`src/rtl/ddr_pkg.sv`:
```
// Shared definitions for the DDR write-burst master: FSM state encoding,
// AXI burst type and the per-burst byte stride helper.
package ddr_pkg;

    typedef enum logic [2:0] {
        ST_IDLE      = 3'd0,
        ST_WAIT_DATA = 3'd1,
        ST_AW        = 3'd2,
        ST_W         = 3'd3,
        ST_B         = 3'd4,
        ST_DONE      = 3'd5
    } wr_state_e;

    localparam logic [1:0] AXI_BURST_INCR = 2'b01;

    // Bytes covered by one burst: beats per burst times bytes per beat.
    function automatic int bytes_per_burst(input int burst_len, input int data_width);
        return burst_len * (data_width / 32'sd8);
    endfunction

endpackage

```
`src/rtl/ddr_wr_cmd_slot.sv`:
```
// Command holding registers for the write-burst master.
// Keeps the active command (address and bursts remaining, advanced after
// every write response) and a one-deep pending slot for a command that
// arrives while the master is busy. A strobe that finds the slot full is
// dropped and latches a sticky overflow flag.
module ddr_wr_cmd_slot
    import ddr_pkg::*;
#(
    parameter int ADDR_WIDTH   = 30,
    parameter int WR_NUM_WIDTH = 16,
    parameter int DATA_WIDTH   = 256,
    parameter int BURST_LEN    = 8
) (
    input  logic                    clk,
    input  logic                    rst,
    input  logic                    cmd_valid,
    input  logic [ADDR_WIDTH-1:0]   cmd_addr,
    input  logic [WR_NUM_WIDTH-1:0] cmd_num,
    input  logic                    fsm_idle,
    input  logic                    pend_pop,
    input  logic                    burst_done,
    output logic [ADDR_WIDTH-1:0]   act_addr,
    output logic [WR_NUM_WIDTH-1:0] act_num,
    output logic                    pend_full,
    output logic [WR_NUM_WIDTH-1:0] pend_num,
    output logic                    overflow
);

    localparam logic [ADDR_WIDTH-1:0] ADDR_STEP =
        ADDR_WIDTH'(bytes_per_burst(BURST_LEN, DATA_WIDTH));

    logic [ADDR_WIDTH-1:0]   act_addr_q,  act_addr_d;
    logic [WR_NUM_WIDTH-1:0] act_num_q,   act_num_d;
    logic [ADDR_WIDTH-1:0]   pend_addr_q, pend_addr_d;
    logic [WR_NUM_WIDTH-1:0] pend_num_q,  pend_num_d;
    logic                    pend_full_q, pend_full_d;
    logic                    overflow_q,  overflow_d;
    logic                    take_direct_s;
    logic                    take_pend_s;
    logic                    drop_s;

    // Classify an incoming strobe: straight into the active regs, into the pending slot, or lost.
    always_comb begin
        take_direct_s = cmd_valid & fsm_idle & ~pend_full_q;
        take_pend_s   = cmd_valid & ~take_direct_s & (~pend_full_q | pend_pop);
        drop_s        = cmd_valid & ~take_direct_s & ~take_pend_s;
    end

    // Next values of the active command, pending slot and overflow flag.
    always_comb begin
        act_addr_d  = act_addr_q;
        act_num_d   = act_num_q;
        pend_addr_d = pend_addr_q;
        pend_num_d  = pend_num_q;
        pend_full_d = pend_full_q;
        overflow_d  = overflow_q | drop_s;

        if (take_direct_s) begin
            act_addr_d = cmd_addr;
            act_num_d  = cmd_num;
        end else if (pend_pop) begin
            act_addr_d = pend_addr_q;
            act_num_d  = pend_num_q;
        end else if (burst_done) begin
            // Address wraps modulo 2^ADDR_WIDTH with no carry out.
            act_addr_d = act_addr_q + ADDR_STEP;
            act_num_d  = act_num_q - WR_NUM_WIDTH'(1);
        end else begin
            act_addr_d = act_addr_q;
            act_num_d  = act_num_q;
        end

        if (take_pend_s) begin
            pend_addr_d = cmd_addr;
            pend_num_d  = cmd_num;
            pend_full_d = 1'b1;
        end else if (pend_pop) begin
            pend_full_d = 1'b0;
        end else begin
            pend_full_d = pend_full_q;
        end
    end

    // Command registers with asynchronous reset.
    always_ff @(posedge clk or posedge rst) begin
        if (rst) begin
            act_addr_q  <= {ADDR_WIDTH{1'b0}};
            act_num_q   <= {WR_NUM_WIDTH{1'b0}};
            pend_addr_q <= {ADDR_WIDTH{1'b0}};
            pend_num_q  <= {WR_NUM_WIDTH{1'b0}};
            pend_full_q <= 1'b0;
            overflow_q  <= 1'b0;
        end else begin
            act_addr_q  <= act_addr_d;
            act_num_q   <= act_num_d;
            pend_addr_q <= pend_addr_d;
            pend_num_q  <= pend_num_d;
            pend_full_q <= pend_full_d;
            overflow_q  <= overflow_d;
        end
    end

    assign act_addr  = act_addr_q;
    assign act_num   = act_num_q;
    assign pend_full = pend_full_q;
    assign pend_num  = pend_num_q;
    assign overflow  = overflow_q;

endmodule

```
`src/rtl/ddr_wr_burst_master.sv`:
```
// DDR write-burst master: turns one frame-slice command (start address,
// burst count) into a sequence of AXI4 INCR write bursts fed from an FWFT
// FIFO, with a single burst outstanding at a time. A burst is only started
// once the FIFO already holds a full burst, so W never underruns. AXI
// valids and the done/busy flags decode directly from the state register;
// write data and the FIFO pop follow the FIFO head and wready within the
// cycle so a beat moves on every accepted handshake.
module ddr_wr_burst_master
    import ddr_pkg::*;
#(
    parameter int ADDR_WIDTH   = 30,
    parameter int WR_NUM_WIDTH = 16,
    parameter int DATA_WIDTH   = 256,
    parameter int BURST_LEN    = 8,
    parameter int FIFO_CNT_W   = 10
) (
    input  logic                      clk,
    input  logic                      rst,
    input  logic                      init_calib_complete,
    input  logic                      wr_addr_valid,
    input  logic [ADDR_WIDTH-1:0]     wr_ddr_addr,
    input  logic [WR_NUM_WIDTH-1:0]   wr_ddr_num,
    output logic                      wr_ddr_done,
    output logic                      busy,
    output logic                      cmd_overflow,
    input  logic [FIFO_CNT_W-1:0]     fifo_rd_cnt,
    output logic                      fifo_rd_en,
    input  logic [DATA_WIDTH-1:0]     fifo_rd_data,
    output logic [ADDR_WIDTH-1:0]     axi_awaddr,
    output logic [7:0]                axi_awlen,
    output logic                      axi_awvalid,
    input  logic                      axi_awready,
    output logic [DATA_WIDTH-1:0]     axi_wdata,
    output logic [DATA_WIDTH/8-1:0]   axi_wstrb,
    output logic                      axi_wlast,
    output logic                      axi_wvalid,
    input  logic                      axi_wready,
    input  logic                      axi_bvalid,
    output logic                      axi_bready
);

    localparam int                BEAT_W    = (BURST_LEN > 1) ? $clog2(BURST_LEN) : 1;
    localparam logic [BEAT_W-1:0] LAST_BEAT = BEAT_W'(BURST_LEN - 1);
    localparam logic [7:0]        AWLEN_VAL = 8'(BURST_LEN - 1);

    wr_state_e               state_q, state_d;
    logic [BEAT_W-1:0]       beat_q,  beat_d;
    logic                    fsm_idle_s;
    logic                    pend_pop_s;
    logic                    burst_done_s;
    logic                    data_ready_s;
    logic [ADDR_WIDTH-1:0]   act_addr_s;
    logic [WR_NUM_WIDTH-1:0] act_num_s;
    logic                    pend_full_s;
    logic [WR_NUM_WIDTH-1:0] pend_num_s;
    logic                    overflow_s;

    ddr_wr_cmd_slot #(
        .ADDR_WIDTH   (ADDR_WIDTH),
        .WR_NUM_WIDTH (WR_NUM_WIDTH),
        .DATA_WIDTH   (DATA_WIDTH),
        .BURST_LEN    (BURST_LEN)
    ) u_cmd_slot (
        .clk        (clk),
        .rst        (rst),
        .cmd_valid  (wr_addr_valid),
        .cmd_addr   (wr_ddr_addr),
        .cmd_num    (wr_ddr_num),
        .fsm_idle   (fsm_idle_s),
        .pend_pop   (pend_pop_s),
        .burst_done (burst_done_s),
        .act_addr   (act_addr_s),
        .act_num    (act_num_s),
        .pend_full  (pend_full_s),
        .pend_num   (pend_num_s),
        .overflow   (overflow_s)
    );

    assign fsm_idle_s   = (state_q == ST_IDLE);
    assign data_ready_s = init_calib_complete & (fifo_rd_cnt >= FIFO_CNT_W'(BURST_LEN));

    // Next-state logic, beat counter and slot control strobes.
    always_comb begin
        state_d      = state_q;
        beat_d       = beat_q;
        pend_pop_s   = 1'b0;
        burst_done_s = 1'b0;
        case (state_q)
            ST_IDLE: begin
                if (pend_full_s) begin
                    pend_pop_s = 1'b1;
                    state_d    = (pend_num_s == {WR_NUM_WIDTH{1'b0}}) ? ST_DONE : ST_WAIT_DATA;
                end else if (wr_addr_valid) begin
                    // A zero-burst command completes without touching AXI.
                    state_d = (wr_ddr_num == {WR_NUM_WIDTH{1'b0}}) ? ST_DONE : ST_WAIT_DATA;
                end else begin
                    state_d = ST_IDLE;
                end
            end
            ST_WAIT_DATA: begin
                if (data_ready_s) begin
                    state_d = ST_AW;
                end else begin
                    state_d = ST_WAIT_DATA;
                end
            end
            ST_AW: begin
                if (axi_awready) begin
                    state_d = ST_W;
                end else begin
                    state_d = ST_AW;
                end
            end
            ST_W: begin
                if (axi_wready) begin
                    if (beat_q == LAST_BEAT) begin
                        beat_d  = {BEAT_W{1'b0}};
                        state_d = ST_B;
                    end else begin
                        beat_d = beat_q + BEAT_W'(1);
                    end
                end else begin
                    beat_d = beat_q;
                end
            end
            ST_B: begin
                if (axi_bvalid) begin
                    burst_done_s = 1'b1;
                    state_d      = (act_num_s > WR_NUM_WIDTH'(1)) ? ST_WAIT_DATA : ST_DONE;
                end else begin
                    state_d = ST_B;
                end
            end
            ST_DONE: begin
                // Chain straight into a pending command without an IDLE gap.
                if (pend_full_s) begin
                    pend_pop_s = 1'b1;
                    state_d    = (pend_num_s == {WR_NUM_WIDTH{1'b0}}) ? ST_DONE : ST_WAIT_DATA;
                end else begin
                    state_d = ST_IDLE;
                end
            end
            default: begin
                state_d = ST_IDLE;
                beat_d  = {BEAT_W{1'b0}};
            end
        endcase
    end

    // State and beat counter registers with asynchronous reset.
    always_ff @(posedge clk or posedge rst) begin
        if (rst) begin
            state_q <= ST_IDLE;
            beat_q  <= {BEAT_W{1'b0}};
        end else begin
            state_q <= state_d;
            beat_q  <= beat_d;
        end
    end

    // Output decode; every data-path output is forced to zero outside its phase.
    always_comb begin
        axi_awvalid  = (state_q == ST_AW);
        axi_awaddr   = axi_awvalid ? act_addr_s : {ADDR_WIDTH{1'b0}};
        axi_awlen    = axi_awvalid ? AWLEN_VAL  : 8'd0;
        axi_wvalid   = (state_q == ST_W);
        axi_wdata    = axi_wvalid ? fifo_rd_data : {DATA_WIDTH{1'b0}};
        axi_wstrb    = axi_wvalid ? {(DATA_WIDTH/8){1'b1}} : {(DATA_WIDTH/8){1'b0}};
        axi_wlast    = axi_wvalid & (beat_q == LAST_BEAT);
        fifo_rd_en   = axi_wvalid & axi_wready;
        axi_bready   = (state_q == ST_B);
        wr_ddr_done  = (state_q == ST_DONE);
        busy         = (state_q != ST_IDLE);
        cmd_overflow = overflow_s;
    end

endmodule

```
`config.mk`:
```
export PLATFORM = sky130hd
export DESIGN_NAME = ddr_wr_burst_master
export DESIGN_NICKNAME = d
export VERILOG_FILES = /design/src/rtl/ddr_pkg.sv /design/src/rtl/ddr_wr_cmd_slot.sv /design/src/rtl/ddr_wr_burst_master.sv
export SDC_FILE = /design/constraint.sdc
export NUM_CORES = 1
export LEC_CHECK = 0
export ABC_AREA = 1
export BUFFER_PORTS_ARGS = -buffer_cell sky130_fd_sc_hd__buf_2
export CORE_AREA = 2 2 252 254
export DETAILED_ROUTE_END_ITERATION = 10
export DIE_AREA = 0 0 254 256
export PLACE_DENSITY = 0.41
export SYNTH_ARGS = -nofsm -noshare
export SYNTH_HDL_FRONTEND = slang
export SYNTH_SLANG_ARGS = --single-unit
```
`constraint.sdc`:
```
create_clock -name clk -period 2.7 [get_ports clk]
set_clock_uncertainty 0.1 [all_clocks]
set_input_delay 0.135 -clock clk [delete_from_list [all_inputs] [get_ports clk]]
set_output_delay 0.135 -clock clk [all_outputs]
set_load 0.05 [all_outputs]
```
==> key figures <==
Status
  • Run status: complete, no violations

Place
  • DP Area: 13800 um2
  • HPWL after DPL: approximately 55000 um
  • IO Port Bufs: roughly 640
  • Placed instance count: around 2900
  • Routability congestion estimate: just over 0.9

Layout
  • Nets: 2404
  • Area of the multi-input gates: roughly 4000 um2
  • Reg area: approximately 2500 um2
  • Non-Filler Cell Area, Final: between 10000 and 15000 um2
  • Post-Layout Cell Count: 2946
  • Commonest cells after routing, fill and taps aside: 554 x buf_2, 350 x inv_1, 329 x nor2_1, 249 x nand2_1, 100 x dfrtp_1
  • P&R area growth vs syn: 74.08%
  • Fillers: between 7000 and 8000
  • Layout cell share with drive strength beyond 1: approximately 36%
  • Leading cell type in the layout, fill and taps excluded: buf_2
  • Final core utilization: about a quarter

Power
  • Sw power: just under 10 mW
  • Leak: ~8.7 nW
  • Clock share of power: 8.5%
  • P_int: approximately 6.2 mW
  • Seq pwr share: 17.1%
  • VDD IR max: ~0.58 mV
  • Overall Power: between 15 and 20 mW
  • Combinational share of power: 74.4%
  • Power density cells: 1106 nW/um2
  • Sw frac: between 60% and 70%

Clock tree
  • Clock-pin slew on the worst setup and hold paths: approximately 80 ps
  • Htree depth: 3
  • CTS Root Cell: clkbuf_16
  • CTS Buf Count: 9
  • Clock Latency Late Sink: around 370 ps
  • Sink Count: 100
  • CTS tree: built
  • Max Root-Sink Buffers: 2

Logic synthesis
  • Ys Warns: 0
  • Register area share after synthesis: around 30%
  • Mapped Avg Cell Area: roughly 5.8 um2
  • Mapped cell area: roughly 8400 um2
  • Post-Synthesis Cells: approximately 1500
  • Post-synth cell types: 39
  • Synth Register Bits: 100

Detailed routing
  • DRT Pass-1 Iters: 5
  • Final ANT Viol Nets: 0
  • DR vias/cell: roughly 3.8
  • Initial DRC Count: ~650
  • Wire per inst: roughly 22 um
  • Routed WL: 63980 um
  • Vias: 11260
  • DRC Markers: 0

Worst hold path
  • HP Start: axi_awready
  • Worst hold path endpoint: state_q[0]
  • Worst min-delay path category: in -> reg
  • Hold depth: 3

STA
  • Final cycle utilization of the critical path: between 90 and 100%
  • Setup violators final: 0
  • RSZ-0062 raised after global routing: no
  • Max frequency: 371.3 MHz
  • Worst hold margin: approximately 24 ps
  • Max-slew violations: 0
  • Max_slew headroom: about 54%
  • Slew @ Worst Pin: slightly below 700 ps
  • Final Hold Viols: 0
  • Min Tclk post-route: 2694 ps

Die
  • Die Width: roughly 250 um
  • Rows: approximately 90
  • Die area: roughly 65000 um2
  • Die H: 256 um
  • Initial Utilization: 13.43%
  • Core area: between 60000 and 70000 um2
  • # IOs: roughly 650

Run
  • Max_cap viols: 0

Worst setup path
  • CP max stage cell: dfrtp_1
  • Critical Path Start: state_q[2]
  • Top Family by Delay on Critical Path: buffers and inverters
  • CP Class: reg -> out
  • CP bufs+invs: 4
  • R2R depth: 9
  • Worst-path cell chain: inv_2 > nand2_1 > nor2_4 > inv_16 > buf_12 > nor2_1 > buf_2
  • Worst path max stage delay: approximately 430 ps
  • Critical path required time: 2470 ps
  • Crit Reg-Reg Endpoint: state_q[0]
  • R2R Path Start: state_q[0]
  • Worst setup SP type: register
  • Critical path data arrival time: about 2500 ps
  • CP endpoint kind: primary output
  • R2R setup slack: about 340 ps
  • Crit Path Max Fanout: between 100 and 150

Global routing
  • First-pass GRT wire length: roughly 87000 um
  • Number of antenna violations at the first check in global routing: 36
  • Number of global-route vias before repair: approximately 11000
  • Largest net degree at the start of global routing: ~150
  • Gr usage total: 19.15%
  • Total gr overflow: 0
==> per-stage QoR <==
stage | worst slack (ps) | TNS, ps
CTS | 102.5 | 0
finish | 6.486 | 0
global route | 12.12 | 0
detailed placement | 319.9 | 0
floorplan | -67.55 | -4557
global placement | 348.2 | 0
==> power groups by stage <==
stage / Clock [mW] / Sequential (mW) / Combinational [mW]
after floorplan: 0 / 2.60 / 8.27
after global placement: 0 / 2.78 / 12.1
after detailed placement: 0 / 2.78 / 12.1
after CTS: 1.43 / 2.76 / 12.2
after global routing: 1.49 / 2.85 / 12.9
final: 1.37 / 2.76 / 12.0
==> worst register-to-register path, cell delays in order (launching register included) <==
cell and delay (ps):
dfrtp_1 450, nor2_2 90, nand2_2 110, nand2_1 60, nand2_1 350, nand2_8 110, nor2_8 300, inv_4 220
a21oi_1 340, nand3_1 110
==> metal layers <==
metal	track usage, %	wire length [um]	up-vias
met2	34.18	31570	474
met4	5.833	2026	38
li1	-	-	5473
met5	0	238	-
met3	6.793	5641	82
met1	21.03	24510	5188
==> cell usage after synthesis, drive strengths merged <==
cell / number / area [um2]
and3: 1 / 6.260
o211ai: 5 / 37.54
clkbuf: 26 / 98.84
o21bai: 2 / 15.01
nand4: 9 / 71.32
o21a: 1 / 7.510
xor2: 6 / 52.55
a31oi: 3 / 18.77
nand2: 252 / 967.2
nand3b: 1 / 7.510
a21o: 1 / 7.510
conb: 1 / 3.750
nor2: 372 / 1415
a22oi: 9 / 67.56
ha: 5 / 62.56
nor3: 3 / 15.01
a21boi: 1 / 7.510
or2: 6 / 37.53
nand3: 78 / 390.4
o21ai: 80 / 400.4
or3: 1 / 6.260
a21oi: 51 / 255.2
dfrtp: 100 / 2502
xnor2: 4 / 35.03
inv: 356 / 1339
buf: 81 / 549.3
==> state kept, by name, indices dropped and copies added (netlist names) <==
signal                  count
state_q                     3
u_cmd_slot.pend_num        16
u_cmd_slot.pend_addr_q     30
u_cmd_slot.act_addr        30
u_cmd_slot.overflow         1
u_cmd_slot.pend_full        1
beat_q                      3
u_cmd_slot.act_num         16
==> worst max-delay path by stage <==
stage               cells past startpoint              to  slack, ps
finish                                  7  axi_wdata[105]          6
global route                            8  axi_awaddr[17]         10
CTS                                     7  axi_wdata[157]        100
detailed placement                      9      state_q[0]        320
global placement                        7  axi_wdata[190]        350
floorplan                               6   axi_awaddr[0]        -70
==> cell families (layout without fill, tap and decap cells) <==
kind of cell               count (synthesis)  count (layout)  share of synthesized area [%]
and+or+nand+nor                          723             723                          34.82
buffers and inverters                    463            1089                          23.72
AOI/OAI and AO/OA                        153             153                          9.754
DFF                                      100             100                          29.87
xor gates and xnor gates                  10              10                          1.046
adders and majority gates                  5               5                         0.7468
other                                      1              20                        0.04477
==> area by class of cell <==
class,count,share of cell area (%)
timing repair buffer,717,36.48
multi-input combinational,896,27.50
sequential,100,17.16
inverter,356,9.318
tap,846,7.259
clock buffer,9,1.544
clock inverter,7,0.4805
antenna,15,0.2574
==> what timing repair did <==
| action | 4_1_cts | 5_1_grt |
|---|---|---|
| buffers inserted | 0 | 0 |
| hold endpoints to repair | 165 | 0 |
| gates cloned | 0 | 0 |
| gates resized for setup | 1 | 2 |
| hold buffers | 44 | 0 |
| endpoints found under the setup margin | 18 | 19 |
Power figures use the tool's default switching activity.
